$ cat config.mk
export PLATFORM = sky130hd
export DESIGN_NAME = alu_arbiter
export DESIGN_NICKNAME = d
export VERILOG_FILES = /design/src/rtl/alu_arbiter.sv
export SDC_FILE = /design/constraint.sdc
export NUM_CORES = 1
export LEC_CHECK = 0
export ABC_AREA = 1
export CAP_MARGIN = 5
export CORE_MARGIN = 2
export CORE_UTILIZATION = 40
export DETAILED_ROUTE_END_ITERATION = 8
export GPL_TIMING_DRIVEN = 0
export PLACE_DENSITY = 0.78
export SLEW_MARGIN = 20
export SYNTH_ARGS = -nofsm -noshare
export SYNTH_HDL_FRONTEND = slang
export SYNTH_SLANG_ARGS = --single-unit
$ cat constraint.sdc
create_clock -name clk -period 1.5 [get_ports clk]
set_input_delay 0.3 -clock clk [delete_from_list [all_inputs] [get_ports clk]]
set_output_delay 0.3 -clock clk [all_outputs]
set_load 0.01 [all_outputs]
$ cat src/rtl/alu_arbiter.sv
// Two-requester round-robin front end for a shared combinational ALU.
// One operation is in flight at a time: IDLE -> EXEC -> RESP.
module alu_arbiter #(
  parameter int WIDTH = 32
) (
  input  logic             clk,
  input  logic             rst,
  input  logic             req0_valid,
  input  logic             req1_valid,
  output logic             req0_ready,
  output logic             req1_ready,
  input  logic [WIDTH-1:0] req0_a,
  input  logic [WIDTH-1:0] req0_b,
  input  logic [WIDTH-1:0] req1_a,
  input  logic [WIDTH-1:0] req1_b,
  input  logic [2:0]       req0_op,
  input  logic [2:0]       req1_op,
  output logic [WIDTH-1:0] alu_a,
  output logic [WIDTH-1:0] alu_b,
  output logic [2:0]       alu_op,
  input  logic [WIDTH-1:0] alu_result,
  input  logic             alu_zero,
  output logic             rsp_valid,
  input  logic             rsp_ready,
  output logic             rsp_id,
  output logic [WIDTH-1:0] rsp_result,
  output logic             rsp_zero,
  output logic             rsp_err
);

  typedef enum logic [1:0] {
    IDLE,
    EXEC,
    RESP
  } state_e;

  state_e           state_q, state_d;
  logic             last_q, last_d;
  logic [WIDTH-1:0] a_q, a_d;
  logic [WIDTH-1:0] b_q, b_d;
  logic [2:0]       op_q, op_d;
  logic             id_q, id_d;
  logic [WIDTH-1:0] res_q, res_d;
  logic             zero_q, zero_d;
  logic             err_q, err_d;

  logic gnt_any;
  logic gnt_id;

  // On a tie the requester that was not served last wins.
  assign gnt_any = req0_valid | req1_valid;
  assign gnt_id  = (req0_valid && req1_valid) ? ~last_q : req1_valid;

  always_comb begin
    state_d    = state_q;
    last_d     = last_q;
    a_d        = a_q;
    b_d        = b_q;
    op_d       = op_q;
    id_d       = id_q;
    res_d      = res_q;
    zero_d     = zero_q;
    err_d      = err_q;
    req0_ready = 1'b0;
    req1_ready = 1'b0;
    alu_a      = '0;
    alu_b      = '0;
    alu_op     = 3'b000;
    unique case (state_q)
      IDLE: begin
        if (rst && gnt_any) begin
          req0_ready = ~gnt_id;
          req1_ready = gnt_id;
          a_d        = gnt_id ? req1_a : req0_a;
          b_d        = gnt_id ? req1_b : req0_b;
          op_d       = gnt_id ? req1_op : req0_op;
          id_d       = gnt_id;
          state_d    = EXEC;
        end
      end
      EXEC: begin
        alu_a   = a_q;
        alu_b   = b_q;
        alu_op  = op_q;
        res_d   = alu_result;
        zero_d  = alu_zero;
        err_d   = op_q[2] & op_q[1];
        state_d = RESP;
      end
      RESP: begin
        if (rsp_ready) begin
          last_d  = id_q;
          state_d = IDLE;
        end
      end
      default: state_d = IDLE;
    endcase
  end

  always_ff @(posedge clk) begin
    if (!rst) begin
      state_q <= IDLE;
      last_q  <= 1'b1;
      a_q     <= '0;
      b_q     <= '0;
      op_q    <= 3'b000;
      id_q    <= 1'b0;
      res_q   <= '0;
      zero_q  <= 1'b0;
      err_q   <= 1'b0;
    end else begin
      state_q <= state_d;
      last_q  <= last_d;
      a_q     <= a_d;
      b_q     <= b_d;
      op_q    <= op_d;
      id_q    <= id_d;
      res_q   <= res_d;
      zero_q  <= zero_d;
      err_q   <= err_d;
    end
  end

  assign rsp_valid  = (state_q == RESP);
  assign rsp_id     = id_q;
  assign rsp_result = res_q;
  assign rsp_zero   = zero_q;
  assign rsp_err    = err_q;

endmodule

==> impl_metrics.py <==
metrics = {
    "outcome": {
        "status": "complete, but fails checks",
        "violated_checks": "setup timing",
    },
    "global_routing": {
        "grtUsageTotal_pct": 24.5,
        "grt_first_pass_wirelength_um": 27700,
        "grt_remaining_overflow": 0,
        "antenna_found_initial": 0,
        "grt_start_max_net_pins": 20,
        "vias_in_the_first_global_route": 5578,
    },
    "synthesis": {
        "synth_top_area_share_pct": 40.6,
        "mappedNetlistNets": 1000,
        "yosys_register_bits": 105,
        "synth_top_family_by_area": "simple AND/OR/NAND/NOR gates",
        "muxShareOfSynthArea_pct": 0,
        "synthDistinctLibCells": 17,
        "count_of_synthesis_stage_warnings_from_yosys": 0,
        "synth_top_cell_by_area": "sky130_fd_sc_hd__dfxtp_1",
        "synth_adder_area_share_pct": 0,
        "synth-compound-area-share_pct": 10.1,
        "synth_seq_area_share_pct": 40.6,
        "post_synth_xor_area_fraction_pct": 0,
        "synthTopCellsByArea": "sky130_fd_sc_hd__dfxtp_1 41%, sky130_fd_sc_hd__nand2_1 20%, sky130_fd_sc_hd__nor2_1 9.9%",
        "syn-mean-instance-area_um2": 6.25,
        "simple_gate_share_of_the_synthesized_area_pct": 37.7,
        "syn_area_mm2": 0.00517,
        "syn_inst": 828,
    },
    "die": {
        "starting_density_pct": 41.0,
        "num_rows": 41,
        "num_io_pins": 277,
        "die_width_um": 118,
        "core-area_mm2": 0.0126,
        "dieHeight_um": 118,
        "fp.dieArea_mm2": 0.0139,
    },
    "clock_tree": {
        "cts-htree-levels": 3,
        "cts_max_path_buffers": 2,
        "worstSkewPairLatency_ns": 0.35,
        "cts_hold_buffers": 0,
        "path_clk_slew_ns": 0.08,
        "tritoncts.num_buffers": 9,
        "cts_tree": "built",
        "tritoncts_num_sinks": 105,
        "clock_tree.root_cell": "sky130_fd_sc_hd__clkbuf_16",
    },
    "timing": {
        "slew_violations": 0,
        "clock_skew_ns": 0.00660,
        "setup_violations": 70,
        "finalHoldViolCount": 0,
        "finalWorstSetupSlack_ns": -0.157,
        "maxClockFrequency_mhz": 603,
        "slew-limit-headroom_pct": 66.8,
        "timing.final.crit_share_pct": 110,
        "rsz0062_at_grt": "true",
        "timing_worst_slew_pin_value_ns": 0.497,
        "post-route-min-period_ns": 1.66,
    },
    "worst_hold_path": {
        "hold_start": "rst",
        "holdCritPathClass": "input pin to flip-flop",
        "worst_hold_path.num_cells": 3,
    },
    "routing": {
        "antenna_violating_nets_post_route": 0,
        "detail_route.drc_violations": 0,
        "first_pass_iters": 4,
        "drt_wl_total_um": 17400,
        "via_count": 6145,
        "avgViaCountPerCell": 4.71,
        "drt_first_iter_violations": 375,
        "wl_per_cell_um": 13.4,
    },
    "power_and_ir_drop": {
        "power_per_cell_area_mw_per_mm2": 864,
        "fin_total_pwr_uw": 7610,
        "irDropWorstVdd_v": 0.000612,
        "leakage_uw": 0.00382,
    },
    "critical_path": {
        "endpoint_kind": "output pin",
        "family_with_the_most_delay_on_the_worst_path": "buffers and inverters",
        "critical_path.startpoint_type": "flip-flop",
        "worstPathArrival_ns": 1.36,
        "timing.reg2reg.setup_slack_ns": 0.12,
        "cp_data_required_time_ns": 1.20,
        "crit_path_cell_trace": "inv_2 > nand2_4 > buf_12 > buf_12 > nor2_2 > buf_2",
        "timing.critical_path.slowest_cell_delay_ns": 0.34,
        "cpMostUsedCell": "sky130_fd_sc_hd__buf_12",
        "critical_path.slowest_cell": "sky130_fd_sc_hd__dfxtp_2",
        "cp_num_cells": 6,
        "criticalPathCategory": "flip-flop to output pin",
        "cp-startpoint": "state_q[1]",
        "timing.rr.end": "b_q[27]",
        "endpoint": "alu_a[19]",
        "ff2ff_path_depth": 7,
        "critical_path.reg2reg.startpoint": "state_q[0]",
        "timing.critical_path.buf_inv": 4,
        "critical_path.max_fanout": 10,
    },
    "layout": {
        "final_net_count": 1299,
        "layout-area-overhead-vs-synth_pct": 70.2,
        "drive_gt1_share_pct": 19.7,
        "layout.cells.most_common": "sky130_fd_sc_hd__nand2_1",
        "final_cell_mix": "274 x sky130_fd_sc_hd__nand2_1, 168 x sky130_fd_sc_hd__clkdlybuf4s50_1, 102 x sky130_fd_sc_hd__dfxtp_1",
        "antenna_cells_inserted": 0,
    },
    "flow_run": {
        "drv_cap": 0,
    },
    "placement": {
        "dp_worst_setup_slack_ns": -0.965,
        "place_congestion": 0.864,
        "io_buffers": 274,
        "hpwlAfterDp_um": 13000,
    },
}
==> worst min-delay path by stage <==
stage | end | slack (ns)
2_1_floorplan | b_q[18] | 0.44
3_3_place_gp | a_q[5] | 0.45
3_5_place_dp | b_q[26] | 0.45
4_1_cts | rsp_zero | 0.25
5_1_grt | rsp_result[1] | 0.28
6_report | rsp_result[1] | 0.26
==> worst register-to-register path: cells and delay by family, from the launching register on <==
kind | cells | cell delay [ns]
AO/OA/AOI/OAI | 1 | 0.13
buffers and inverters | 2 | 0.36
flip-flops | 1 | 0.37
AND/OR/NAND/NOR | 4 | 0.46
==> metal layers <==
metal,wire length (µm),part of all wire (%),global-route usage (%),vias to the layer above
met5,0,0,0,-
met4,411,2.4,8.28,0
met3,1300,7.5,6.93,31
met2,8600,49,43.2,200
met1,7110,41,28.5,2763
li1,-,-,-,3151
==> repair_timing <==
item,4_1_cts,5_1_grt
buffers inserted,6,7
resized for setup,380,113
cloned,1,0
endpoints found under the setup margin,134,100
pin swaps,1,0
==> cells by family (layout without fill, tap and decap cells) <==
logic type,Yosys count,after routing
compound gates,104,104
buf+inv,132,436
flops,105,105
simple gates,487,487
==> through the flow <==
| stage | cells | setup TNS (ns) | hold slack (ns) | util, % | area (µm²) |
|---|---|---|---|---|---|
| 3_3_place_gp | 1274 | -53.11 | 0.451 | 64.4 | 8130 |
| 5_1_grt | 1304 | -12.72 | 0.282 | 69.8 | 8810 |
| 3_5_place_dp | 1274 | -53.62 | 0.453 | 64.4 | 8130 |
| 6_report | 1304 | -8.62 | 0.255 | 69.8 | 8810 |
| 4_1_cts | 1297 | -9.09 | 0.248 | 65.9 | 8320 |
| 2_1_floorplan | 828 | 0 | 0.443 | - | 5170 |
==> cell type report <==
type                    count  area, µm²
clock inverters             7       86.3
clock buffers               9        225
plain buffers              61        467
well taps                 172        215
inverters                  71        267
multi-input cells         591       2790
repair buffers            288       2650
flip-flops and latches    105       2110
fillers                  1164       3810
==> report_power, final <==
group | total (µW) | switching (µW) | internal (µW)
logic | 2020 | 1010 | 1020
clock network | 2480 | 1150 | 1330
registers | 3110 | 106 | 3000
==> Yosys cell counts (all sizes together) <==
library cell	n
o21ai	34
nand2	278
inv	71
clkbuf	16
nor2	140
dfxtp	105
nand3	69
a21oi	70
buf	45
==> state kept, by name (all words and copies together) (netlist names) <==
register,count
a_q,32
rsp_err,1
rsp_zero,1
op_q,3
b_q,32
rsp_result,32
rsp_id,1
state_q,2
last_q,1
Power figures use the tool's default switching activity.
